<file path="src/rtl/ice40_ram_pkg.sv">
// Shared constants and types for the iCE40 RAM-backed stream FIFO.
//   RAM_*      : SB_RAM40_4K port widths in 256x16 mode
//   FIFO_*     : logical FIFO geometry (8-bit address + wrap bit pointers)
//   *_MODE_*   : mode values the parent passes to the SB_RAM40_4K instance
package ice40_ram_pkg;

  localparam int unsigned RAM_AW     = 11;
  localparam int unsigned RAM_DW     = 16;
  localparam int unsigned FIFO_AW    = 8;
  localparam int unsigned FIFO_DEPTH = 256;
  localparam int unsigned PTR_W      = FIFO_AW + 1;
  localparam int unsigned CNT_W      = 9;
  localparam int unsigned OBUF_CW    = 2;

  localparam int unsigned READ_MODE_256X16  = 0;
  localparam int unsigned WRITE_MODE_256X16 = 0;

  typedef logic [RAM_DW-1:0] word_t;
  typedef logic [PTR_W-1:0]  ptr_t;
  typedef logic [CNT_W-1:0]  cnt_t;

  // RAM address from the low pointer bits; upper address bits unused in 256x16 mode
  function automatic logic [RAM_AW-1:0] ram_addr(input logic [FIFO_AW-1:0] a);
    return RAM_AW'(a);
  endfunction

endpackage

</file>
<file path="src/rtl/ice40_ram_fifo_ctrl_if.sv">
// Stream + RAM-port bundle for ice40_ram_fifo_ctrl.
//   slave  : the FIFO controller (consumes producer/consumer/RAM read data)
//   master : the surrounding logic (producer, consumer and RAM instance)
interface ice40_ram_fifo_ctrl_if;

  logic                       FLUSH;
  ice40_ram_pkg::word_t       IN_DATA;
  logic                       IN_VALID;
  logic                       IN_READY;
  ice40_ram_pkg::word_t       OUT_DATA;
  logic                       OUT_VALID;
  logic                       OUT_READY;
  ice40_ram_pkg::cnt_t        COUNT;
  logic                       ALMOST_FULL;
  logic [10:0]                RAM_WADDR;
  ice40_ram_pkg::word_t       RAM_WDATA;
  logic                       RAM_WE;
  logic                       RAM_WCLKE;
  logic [15:0]                RAM_MASK;
  logic [10:0]                RAM_RADDR;
  logic                       RAM_RE;
  logic                       RAM_RCLKE;
  ice40_ram_pkg::word_t       RAM_RDATA;

  modport slave (
    input  FLUSH, IN_DATA, IN_VALID, OUT_READY, RAM_RDATA,
    output IN_READY, OUT_DATA, OUT_VALID, COUNT, ALMOST_FULL,
    output RAM_WADDR, RAM_WDATA, RAM_WE, RAM_WCLKE, RAM_MASK,
    output RAM_RADDR, RAM_RE, RAM_RCLKE
  );

  modport master (
    output FLUSH, IN_DATA, IN_VALID, OUT_READY, RAM_RDATA,
    input  IN_READY, OUT_DATA, OUT_VALID, COUNT, ALMOST_FULL,
    input  RAM_WADDR, RAM_WDATA, RAM_WE, RAM_WCLKE, RAM_MASK,
    input  RAM_RADDR, RAM_RE, RAM_RCLKE
  );

endinterface

</file>
<file path="src/rtl/ice40_fifo_obuf.sv">
// Two-entry valid/ready output buffer fed by RAM read data.
//   clk, rst_n : clock, async active-low reset
//   flush      : synchronous clear, takes priority over push/pop
//   push       : push_data is written this edge
//   pop        : head word consumed this edge
//   head_data  : head register (first-word-fall-through output)
//   head_valid : buffer non-empty
//   cnt        : occupancy 0..2
module ice40_fifo_obuf
  import ice40_ram_pkg::*;
(
  input  logic               clk,
  input  logic               rst_n,
  input  logic               flush,
  input  logic               push,
  input  word_t              push_data,
  input  logic               pop,
  output word_t              head_data,
  output logic               head_valid,
  output logic [OBUF_CW-1:0] cnt
);

  word_t              head_q, head_d;
  word_t              tail_q, tail_d;
  logic [OBUF_CW-1:0] cnt_q, cnt_d;

  // Next-state: head always holds the oldest word, tail only used when full
  always_comb begin
    head_d = head_q;
    tail_d = tail_q;
    cnt_d  = cnt_q;
    if (flush) begin
      cnt_d = '0;
    end else begin
      case (cnt_q)
        2'd0: begin
          if (push) begin
            head_d = push_data;
            cnt_d  = 2'd1;
          end
        end
        2'd1: begin
          if (push && pop) begin
            head_d = push_data;
          end else if (push) begin
            tail_d = push_data;
            cnt_d  = 2'd2;
          end else if (pop) begin
            cnt_d = 2'd0;
          end
        end
        default: begin
          if (pop) begin
            head_d = tail_q;
            if (push) begin
              tail_d = push_data;
            end else begin
              cnt_d = 2'd1;
            end
          end
        end
      endcase
    end
  end

  // State registers
  always_ff @(posedge clk or negedge rst_n) begin
    if (!rst_n) begin
      head_q <= '0;
      tail_q <= '0;
      cnt_q  <= '0;
    end else begin
      head_q <= head_d;
      tail_q <= tail_d;
      cnt_q  <= cnt_d;
    end
  end

  assign head_data  = head_q;
  assign head_valid = (cnt_q != '0);
  assign cnt        = cnt_q;

endmodule

</file>
<file path="src/rtl/ice40_ram_fifo_ctrl.sv">
// Valid/ready stream FIFO built on one SB_RAM40_4K in 256x16 mode.
//   CLK         : single clock (parent ties RAM RCLK/WCLK to it)
//   ASYNCRESETN : async active-low reset
//   bus.FLUSH / IN_* / OUT_*     : stream side
//   bus.COUNT / ALMOST_FULL      : total occupancy (RAM + in-flight + obuf)
//   bus.RAM_*                    : RAM write/read port controls and read data
module ice40_ram_fifo_ctrl
  import ice40_ram_pkg::*;
#(
  parameter int unsigned AFULL_LEVEL = 240
) (
  input logic                   CLK,
  input logic                   ASYNCRESETN,
  ice40_ram_fifo_ctrl_if.slave  bus
);

  ptr_t               wr_ptr, wr_ptr_d;
  ptr_t               rd_ptr, rd_ptr_d;
  ptr_t               ram_cnt;
  logic               inflight, inflight_d;
  cnt_t               count_q, count_d;
  logic               afull_q, afull_d;
  logic [OBUF_CW-1:0] obuf_cnt;
  logic [2:0]         obuf_slots;
  logic               ram_full, ram_empty;
  logic               in_ready, push, pop, issue;
  word_t              out_data;
  logic               out_valid;

  // Wrap bit makes wr_ptr - rd_ptr span 0..256 and separate full from empty
  assign ram_cnt   = wr_ptr - rd_ptr;
  assign ram_full  = (ram_cnt == PTR_W'(FIFO_DEPTH));
  assign ram_empty = (ram_cnt == '0);

  assign in_ready = !ram_full && !bus.FLUSH;
  assign push     = bus.IN_VALID && in_ready;
  assign pop      = out_valid && bus.OUT_READY;

  // Issue a read only if the word will have an obuf slot when it lands;
  // pop never exceeds obuf_cnt so the subtraction cannot underflow
  assign obuf_slots = 3'(obuf_cnt) + 3'(inflight) - 3'(pop);
  assign issue      = !ram_empty && (obuf_slots < 3'd2) && !bus.FLUSH;

  // Next-state for pointers, in-flight flag and occupancy
  always_comb begin
    wr_ptr_d   = wr_ptr;
    rd_ptr_d   = rd_ptr;
    inflight_d = 1'b0;
    count_d    = count_q;
    if (bus.FLUSH) begin
      wr_ptr_d = '0;
      rd_ptr_d = '0;
      count_d  = '0;
    end else begin
      if (push) begin
        wr_ptr_d = wr_ptr + PTR_W'(1);
      end
      if (issue) begin
        rd_ptr_d   = rd_ptr + PTR_W'(1);
        inflight_d = 1'b1;
      end
      // RAM->inflight->obuf moves preserve the total; only push/pop change it
      count_d = count_q + CNT_W'(push) - CNT_W'(pop);
    end
    afull_d = (count_d >= CNT_W'(AFULL_LEVEL));
  end

  // State registers
  always_ff @(posedge CLK or negedge ASYNCRESETN) begin
    if (!ASYNCRESETN) begin
      wr_ptr   <= '0;
      rd_ptr   <= '0;
      inflight <= 1'b0;
      count_q  <= '0;
      afull_q  <= 1'b0;
    end else begin
      wr_ptr   <= wr_ptr_d;
      rd_ptr   <= rd_ptr_d;
      inflight <= inflight_d;
      count_q  <= count_d;
      afull_q  <= afull_d;
    end
  end

  // RDATA is valid the cycle after the RE edge, i.e. while inflight is set
  ice40_fifo_obuf u_obuf (
    .clk        (CLK),
    .rst_n      (ASYNCRESETN),
    .flush      (bus.FLUSH),
    .push       (inflight),
    .push_data  (bus.RAM_RDATA),
    .pop        (pop),
    .head_data  (out_data),
    .head_valid (out_valid),
    .cnt        (obuf_cnt)
  );

  assign bus.IN_READY    = in_ready;
  assign bus.OUT_DATA    = out_data;
  assign bus.OUT_VALID   = out_valid;
  assign bus.COUNT       = count_q;
  assign bus.ALMOST_FULL = afull_q;

  // RAM write port: combinational from current state and producer inputs
  assign bus.RAM_WADDR = ram_addr(wr_ptr[FIFO_AW-1:0]);
  assign bus.RAM_WDATA = bus.IN_DATA;
  assign bus.RAM_WE    = push;
  assign bus.RAM_WCLKE = 1'b1;
  assign bus.RAM_MASK  = '0;

  // RAM read port
  assign bus.RAM_RADDR = ram_addr(rd_ptr[FIFO_AW-1:0]);
  assign bus.RAM_RE    = issue;
  assign bus.RAM_RCLKE = 1'b1;

endmodule

</file>
<file path="src/flat_wrapper.sv">
// flat-port wrapper written by rule: the top's interface ports become plain ports
module ice40_ram_fifo_ctrl_flat import ice40_ram_pkg::*;
#(
  parameter int unsigned AFULL_LEVEL = 240
)
  (CLK, ASYNCRESETN, bus_FLUSH, bus_IN_DATA, bus_IN_VALID, bus_OUT_READY, bus_RAM_RDATA, bus_IN_READY, bus_OUT_DATA, bus_OUT_VALID, bus_COUNT, bus_ALMOST_FULL, bus_RAM_WADDR, bus_RAM_WDATA, bus_RAM_WE, bus_RAM_WCLKE, bus_RAM_MASK, bus_RAM_RADDR, bus_RAM_RE, bus_RAM_RCLKE);
  ice40_ram_fifo_ctrl_if bus_i ();
  input logic CLK;
  input logic ASYNCRESETN;
  input wire logic [$bits(bus_i.FLUSH)-1:0] bus_FLUSH;
  input wire logic [$bits(bus_i.IN_DATA)-1:0] bus_IN_DATA;
  input wire logic [$bits(bus_i.IN_VALID)-1:0] bus_IN_VALID;
  input wire logic [$bits(bus_i.OUT_READY)-1:0] bus_OUT_READY;
  input wire logic [$bits(bus_i.RAM_RDATA)-1:0] bus_RAM_RDATA;
  output wire logic [$bits(bus_i.IN_READY)-1:0] bus_IN_READY;
  output wire logic [$bits(bus_i.OUT_DATA)-1:0] bus_OUT_DATA;
  output wire logic [$bits(bus_i.OUT_VALID)-1:0] bus_OUT_VALID;
  output wire logic [$bits(bus_i.COUNT)-1:0] bus_COUNT;
  output wire logic [$bits(bus_i.ALMOST_FULL)-1:0] bus_ALMOST_FULL;
  output wire logic [$bits(bus_i.RAM_WADDR)-1:0] bus_RAM_WADDR;
  output wire logic [$bits(bus_i.RAM_WDATA)-1:0] bus_RAM_WDATA;
  output wire logic [$bits(bus_i.RAM_WE)-1:0] bus_RAM_WE;
  output wire logic [$bits(bus_i.RAM_WCLKE)-1:0] bus_RAM_WCLKE;
  output wire logic [$bits(bus_i.RAM_MASK)-1:0] bus_RAM_MASK;
  output wire logic [$bits(bus_i.RAM_RADDR)-1:0] bus_RAM_RADDR;
  output wire logic [$bits(bus_i.RAM_RE)-1:0] bus_RAM_RE;
  output wire logic [$bits(bus_i.RAM_RCLKE)-1:0] bus_RAM_RCLKE;
  assign bus_i.FLUSH = bus_FLUSH;
  assign bus_i.IN_DATA = bus_IN_DATA;
  assign bus_i.IN_VALID = bus_IN_VALID;
  assign bus_i.OUT_READY = bus_OUT_READY;
  assign bus_i.RAM_RDATA = bus_RAM_RDATA;
  assign bus_IN_READY = bus_i.IN_READY;
  assign bus_OUT_DATA = bus_i.OUT_DATA;
  assign bus_OUT_VALID = bus_i.OUT_VALID;
  assign bus_COUNT = bus_i.COUNT;
  assign bus_ALMOST_FULL = bus_i.ALMOST_FULL;
  assign bus_RAM_WADDR = bus_i.RAM_WADDR;
  assign bus_RAM_WDATA = bus_i.RAM_WDATA;
  assign bus_RAM_WE = bus_i.RAM_WE;
  assign bus_RAM_WCLKE = bus_i.RAM_WCLKE;
  assign bus_RAM_MASK = bus_i.RAM_MASK;
  assign bus_RAM_RADDR = bus_i.RAM_RADDR;
  assign bus_RAM_RE = bus_i.RAM_RE;
  assign bus_RAM_RCLKE = bus_i.RAM_RCLKE;
  ice40_ram_fifo_ctrl #(.AFULL_LEVEL(AFULL_LEVEL)) u_core (.CLK(CLK), .ASYNCRESETN(ASYNCRESETN), .bus(bus_i));
endmodule
</file>
<file path="config.mk">
export PLATFORM = sky130hd
export DESIGN_NAME = ice40_ram_fifo_ctrl_flat
export DESIGN_NICKNAME = d
export VERILOG_FILES = /design/src/rtl/ice40_ram_pkg.sv /design/src/rtl/ice40_ram_fifo_ctrl_if.sv /design/src/rtl/ice40_fifo_obuf.sv /design/src/rtl/ice40_ram_fifo_ctrl.sv /design/src/flat_wrapper.sv
export SDC_FILE = /design/constraint.sdc
export NUM_CORES = 1
export LEC_CHECK = 0
export CAP_MARGIN = 5
export CORE_MARGIN = 5
export CORE_UTILIZATION = 50
export CTS_CLUSTER_SIZE = 14
export DETAILED_ROUTE_END_ITERATION = 6
export GPL_ROUTABILITY_DRIVEN = 0
export MAX_ROUTING_LAYER = met4
export PLACE_DENSITY = 0.83
export REMOVE_ABC_BUFFERS = 1
export SLEW_MARGIN = 20
export SYNTH_ARGS = -nofsm -noshare
export SYNTH_HDL_FRONTEND = slang
export SYNTH_HIERARCHICAL = 1
export SYNTH_SLANG_ARGS = --single-unit
</file>
<file path="constraint.sdc">
create_clock -name CLK -period 8.2 [get_ports CLK]
set_input_delay 1.64 -clock CLK [delete_from_list [all_inputs] [get_ports CLK]]
set_output_delay 1.64 -clock CLK [all_outputs]
set_load 0.005 [all_outputs]
</file>
**Word level (Yosys, flattened, before mapping)**

Cells that the tools add are included.
W data, S select, Z words.

- Register bits after elaboration: 63
- Bits of input ports: 37
- Output and inout port bits: 86
- Word-level logic and storage cells: 71

- Add/sub/neg operators: 7
- $lt $le $gt $ge: 2
- Equality and inequality tests: 9
- Muxes and demuxes: 23
- Bitwise operators: 2
- Reductions and logical operators: 20

Operators by type and width:

| kind | number |
|---|---|
| $mux W16 | 6 |
| $pmux W16 S2 | 2 |
| $mux W9 | 5 |
| $add A9 B1 Y9 const B | 2 |
| $mux W2 | 7 |
| $add A9 B1 Y9 | 1 |
| $eq A9 B9 Y1 const B | 1 |
| $ge A9 B8 Y1 const B | 1 |
| $logic_not A9 Y1 | 1 |
| $sub A9 B1 Y9 | 1 |
| $sub A9 B9 Y9 | 1 |
| $reduce_and A4 Y1 | 2 |
| $reduce_bool A2 Y1 | 4 |
| $logic_and A1 B1 Y1 | 6 |
| $reduce_and A5 Y1 | 1 |
| $ne A2 B2 Y1 const B | 2 |
| $ne A4 B2 Y1 const B | 1 |
| $ne A4 B4 Y1 const B | 1 |
| $pmux W2 S2 | 1 |
| $reduce_bool A4 Y1 | 1 |
| $add A2 B1 Y3 | 1 |
| $logic_not A1 Y1 | 3 |
| $lt A3 B2 Y1 const B | 1 |
| $ne A3 B2 Y1 const B | 1 |
| 8 further kinds | 10 |

**Depth between registers and ports, before layout**

- Depth after elaboration: 9
- Gate-level depth with buffers: 20
- Mapped depth without buffers: 19

**Cells and area by module**

The synthesis kept the hierarchy.

Modules (own cells, without submodules):

| module | times used | cells each | area an instance (sq um) | seq. area each (sq um) |
|---|---|---|---|---|
| ice40_ram_fifo_ctrl | 1 | 284 | 2557.5 | 725.7 |
| ice40_fifo_obuf | 1 | 182 | 1796.7 | 850.8 |

**Least setup slack after synthesis**

OpenSTA, ideal clock, no wires.

- Path type: input-to-output
- Start point: in bus_OUT_READY
- End point: out bus_RAM_RE
- Data arrival time: 3.371 ns
- Required time: 6.560 ns
- Path slack: 3.189 ns
- Cell stages on the path: 9
- Path buffers: 1
- Path through: and2_1 -> ha_1 -> nand2b_1 -> fa_1 -> xnor2_1 -> and2_0 -> o31ai_4 -> buf_4 -> nor2_1

- Cells in the longest elaborated chain, start to end: 5

Ends and longest elaborated chain:

| what | RTL line | text |
|---|---|---|
| from (decl) | flat_wrapper.sv:13 | `input wire logic [$bits(bus_i.OUT_READY)-1:0] bus_OUT_READY;` |
| $logic_and A1 B1 Y1 | ice40_ram_fifo_ctrl.sv:37 | `assign pop = out_valid && bus.OUT_READY;` |
| $sub A3 B1 Y3 | ice40_ram_fifo_ctrl.sv:41 | `assign obuf_slots = 3'(obuf_cnt) + 3'(inflight) - 3'(pop);` |
| $lt A3 B2 Y1 | ice40_ram_fifo_ctrl.sv:42 | `assign issue = !ram_empty && (obuf_slots < 3'd2) && !bus.FLUSH;` |
| $logic_and A1 B1 Y1 (2 in a row) | ice40_ram_fifo_ctrl.sv:42 |  |
| to (decl) | flat_wrapper.sv:26 | `output wire logic [$bits(bus_i.RAM_RE)-1:0] bus_RAM_RE;` |

Every way passes these cells.

**Worst setup path after layout**

- Start point: in bus_OUT_READY
- End point: out bus_RAM_RE

- Cells in the longest elaborated chain, start to end: 5

Ends and longest elaborated chain:

| what | RTL line | text |
|---|---|---|
| $logic_and A1 B1 Y1 | ice40_ram_fifo_ctrl.sv:37 |  |
| named net u_core.pop | ice40_ram_fifo_ctrl.sv:26 | `logic in_ready, push, pop, issue;` |
| $sub A3 B1 Y3 | ice40_ram_fifo_ctrl.sv:41 |  |
| $lt A3 B2 Y1 | ice40_ram_fifo_ctrl.sv:42 |  |
| $logic_and A1 B1 Y1 (2 in a row) | ice40_ram_fifo_ctrl.sv:42 |  |

The timed path passes the listed nets, and every way through them passes these cells.

==> out/results.md <==
## Detailed routing
- 5.58 — via/cell ratio
- 5 — number of search-and-repair iterations in the first detailed-routing pass
- 16.2 um — detail-routed net length per standard cell
- 250 — Iteration-0 DRC Markers
- 3381 — vias after detailed routing
- 0 — final antenna-violating net count
- 9.81 mm — detailed-route wire length
- 0 — residual DRC count

## Layout
- 552 — net count of the finished layout
- 2180 um^2 — area taken by multi-input logic gates
- 0 — number of antenna diodes
- 11.4% — layout cells sized above 1
- 1580 um^2 — sequential cell area in the final layout
- 14.2% — synthesis-to-layout area growth
- 718 — number of filler cells placed in the layout

## Synthesis
- sky130_fd_sc_hd__dfrtp_1 — post-synth top area cell
- 4350 um^2 — synthesized area
- 36.2% — part of the Yosys area used for sequential elements
- 63 — count of state elements after synthesis
- 0 — Post-synth EDFFs
- 9.34 um^2 — mean instance size in the synthesized netlist
- 100% — fraction of registers with async set/reset
- 63 — Cell variety after synth
- 466 — Syn Inst Count
- sky130_fd_sc_hd__dfrtp_1 — most used standard cell by instance count after synthesis
- 6 — Synth Warn #
- 36.2% — top cell type's share of synthesized area
- sky130_fd_sc_hd__dfrtp_1 (63), sky130_fd_sc_hd__buf_4 (58), sky130_fd_sc_hd__inv_1 (42) — top post-synthesis cells by count
- sky130_fd_sc_hd__dfrtp_1 (36%), sky130_fd_sc_hd__buf_4 (10%), sky130_fd_sc_hd__ha_1 (5.7%), sky130_fd_sc_hd__mux2_2 (4.7%), sky130_fd_sc_hd__inv_1 (3.6%) — biggest area contributors in the synthesized netlist
- sky130_fd_sc_hd__dfrtp_1 — top_reg_cell synth

## Pwr
- 0.00103 W — internal cell power
- 0.231 mV — maximum VDD drop
- 30.9% — sequential share of power
- 0.000600 W — switching power
- 36.8% — net switching fraction of the power
- 328 nW/um^2 — pwr/cell area
- 50.4% — portion of total power attributed to combinational logic
- 2.11 nW — leakage power
- 18.7% — clock power share

## STA
- 2030 ps — crit path setup slack, layout
- 0 — setup violation total in the final timing report
- 6170 ps — minimum clock period
- 1110 ps — transition time of the tightest slew-check pin
- 0.162 GHz — maximum achievable frequency
- 0 — count of final max-slew check failures
- 508 ps — Final Hold Slack
- 75.3% — final clock period utilization by the worst path
- 0 ps — final sum of negative setup slack
- 0 — hold violation total from the final report
- 12.9 ps — Setup Skew
- no — RSZ-0062 raised after global routing
- 26.0% — Relative slew margins

## CTS
- 9 — CTS Buf Count
- 63 — clk sink count
- 2 — CTS Buffer Depth
- sky130_fd_sc_hd__clkbuf_8 — buffer type at the clock tree root
- 0 — total of hold buffers inserted after clock tree synthesis
- 0 — number of cells upsized or downsized after cts
- 70 ps — register clock-pin slew on the reported worst setup and hold paths
- 3 — number of H-tree levels
- built — clock tree from TritonCTS
- 340 ps — insertion delay of the later-clocked pin in the worst-skew pair
- 0 — Post-CTS Setup Inserts

## Floorplan
- 103 um — width of the die
- 8590 um^2 — core area
- 10700 um^2 — area enclosed by the die boundary
- 123 — number of top-level design ports
- 50.7% — starting utilization of the core area
- 34 — std cell rows
- 103 um — height of the die

## Critical path
- 3410 ps — setup slack of the worst register-to-register path
- clkdlybuf4s50_1, and2_1, buf_4, ha_1, nand2b_1, fa_1, xnor2_1, and2_0, o31ai_4, nor2_1, clkdlybuf4s50_1 — cells along the critical path
- 20 — cell depth of the worst flop-to-flop path
- 4530 ps — worst path arrival time
- 3 — total buffers and inverters traversed by the critical path
- sky130_fd_sc_hd__clkdlybuf4s50_1 — slowest stage cell, crit path
- 11 — number of gates on the worst path with buffers counted
- u_core/rd_ptr[2] — startpoint of the lowest-slack register-to-register path
- output pin — Crit. End Element
- u_core/bus.ALMOST_FULL — reg2reg end
- 520 ps — Slowest Stage Delay on Critical Path
- input pin to output pin — Setup CP Type
- 6560 ps — required time at the endpoint of the critical path
- buffers and inverters — Top delay family on crit path
- sky130_fd_sc_hd__clkdlybuf4s50_1 — cell occurring most often along the worst timing path
- 26 — largest fanout on the critical path
- input pin — critical path launch point type

## Placed design
- 2000 ps — setup slack after placement
- 7.09 mm — hpwl dp
- 66 — Port Buffer Count

## Global routing
- 15.8 mm — wire length of the first global-routing pass
- 0 — Congestion Overflow GR
- 64 — maximum number of pins on one net before global-route repair
- 3310 — number of global-route vias before repair
- 19.4% — total routing usage reported by global routing
- 0 — number of antenna violations at the first check in global routing

## Worst hold path
- 1 — worst hold path depth
- u_core/u_obuf/head_data[8] — end point of the worst hold path
- u_core/u_obuf/head_data[8] — HP Start
- register to register — path type of the worst min-delay path

## Flow run
- 0 — max capacitance violation total

## Status
- completed — status

==> cells by family (layout without fill, tap and decap cells) <==
| kind of cell | Yosys count | after routing | share of synthesized area [%] |
|---|---|---|---|
| mux | 21 | 21 | 5.37 |
| other cells | 2 | 24 | 0.172 |
| fa+ha+maj | 22 | 22 | 6.67 |
| simple gates | 119 | 119 | 14.2 |
| compound gates | 105 | 105 | 18.5 |
| flops | 63 | 63 | 36.2 |
| xor+xnor | 15 | 15 | 3.19 |
| buf+inv | 119 | 129 | 15.7 |
==> worst max-delay path by stage <==
stage,start,end,slack [ps]
6_report,bus_OUT_READY,bus_RAM_RE,2030
5_1_grt,bus_OUT_READY,bus_RAM_RE,1850
4_1_cts,bus_OUT_READY,bus_RAM_RE,2000
3_5_place_dp,bus_OUT_READY,bus_RAM_RE,2000
3_3_place_gp,bus_OUT_READY,bus_RAM_RE,2090
2_1_floorplan,bus_OUT_READY,bus_RAM_RE,2920
==> power by group through the flow <==
stage	registers [W]	clock network [W]	logic (W)
after global routing	0.000522	0.000327	0.000907
final	0.000505	0.000305	0.000822
after floorplan	0.000504	0	0.000528
after global placement	0.000504	0	0.000789
after CTS	0.000506	0.000312	0.000825
after detailed placement	0.000511	0	0.000823
==> registers in the layout (all words and copies together) (netlist names) <==
signal                   cells
u_core/bus.ALMOST_FULL       1
u_core/bus.COUNT             9
u_core/inflight              1
u_core/rd_ptr                9
u_core/u_obuf/cnt            2
u_core/u_obuf/head_data     16
u_core/u_obuf/tail_q        16
u_core/wr_ptr                9
==> area by class of cell <==
class	instances	share of cell area (%)
clock buffers	10	2.77
clock inverters	6	1.89
multi-input cells	306	43.8
inverters	42	3.17
well taps	108	2.72
flip-flops and latches	63	31.7
repair buffers	71	13.9
==> per-stage QoR <==
| stage | area (um^2) | total power [W] | std cells | utilization (%) |
|---|---|---|---|---|
| after CTS | 4970 | 0.00164 | 606 | 57.8 |
| final | 4970 | 0.00163 | 606 | 57.8 |
| after floorplan | 3910 | 0.00103 | 411 | - |
| after global routing | 4970 | 0.00176 | 606 | 57.8 |
| after global placement | 4740 | 0.00129 | 590 | 55.2 |
| after detailed placement | 4740 | 0.00133 | 590 | 55.2 |
==> layout by cell type, fill, tap and decap left out, drive strengths merged, types with 2 or more instances in the layout <==
cell           netlist  routed
nand4                3       3
or2                  4       4
nand2               36      36
inv                 42      42
fa                   2       2
clkinv               0       3
mux2                19      19
nor4                 2       2
xnor2               13      13
nor2b                9       9
or3                  9       9
a21o                 4       4
conb                 2      24
nand3                8       8
a21oi               19      19
mux2i                2       2
o41ai               16      16
or4                  5       5
clkbuf              12      10
nor3                 5       5
and2                 3       3
o31ai                7       7
nand3b               3       3
xor2                 2       2
o21ai               26      26
a211oi               3       3
buf                 65       6
nor2                20      20
clkdlybuf4s50        0      65
bufinv               0       2
o21bai               4       4
ha                  20      20
dfrtp               63      63
nand2b               7       7
and4b                2       2
o311ai              15      15
==> routing by layer <==
metal | vias to the layer above | GRT usage (%) | wire length [um]
met5 | - | - | 0
met4 | 0 | 9.06 | 214
met3 | 15 | 4.90 | 518
met2 | 113 | 30.6 | 4970
met1 | 1637 | 23.4 | 4110
li1 | 1616 | - | -
No activity file was read; power rests on OpenSTA's default activity.
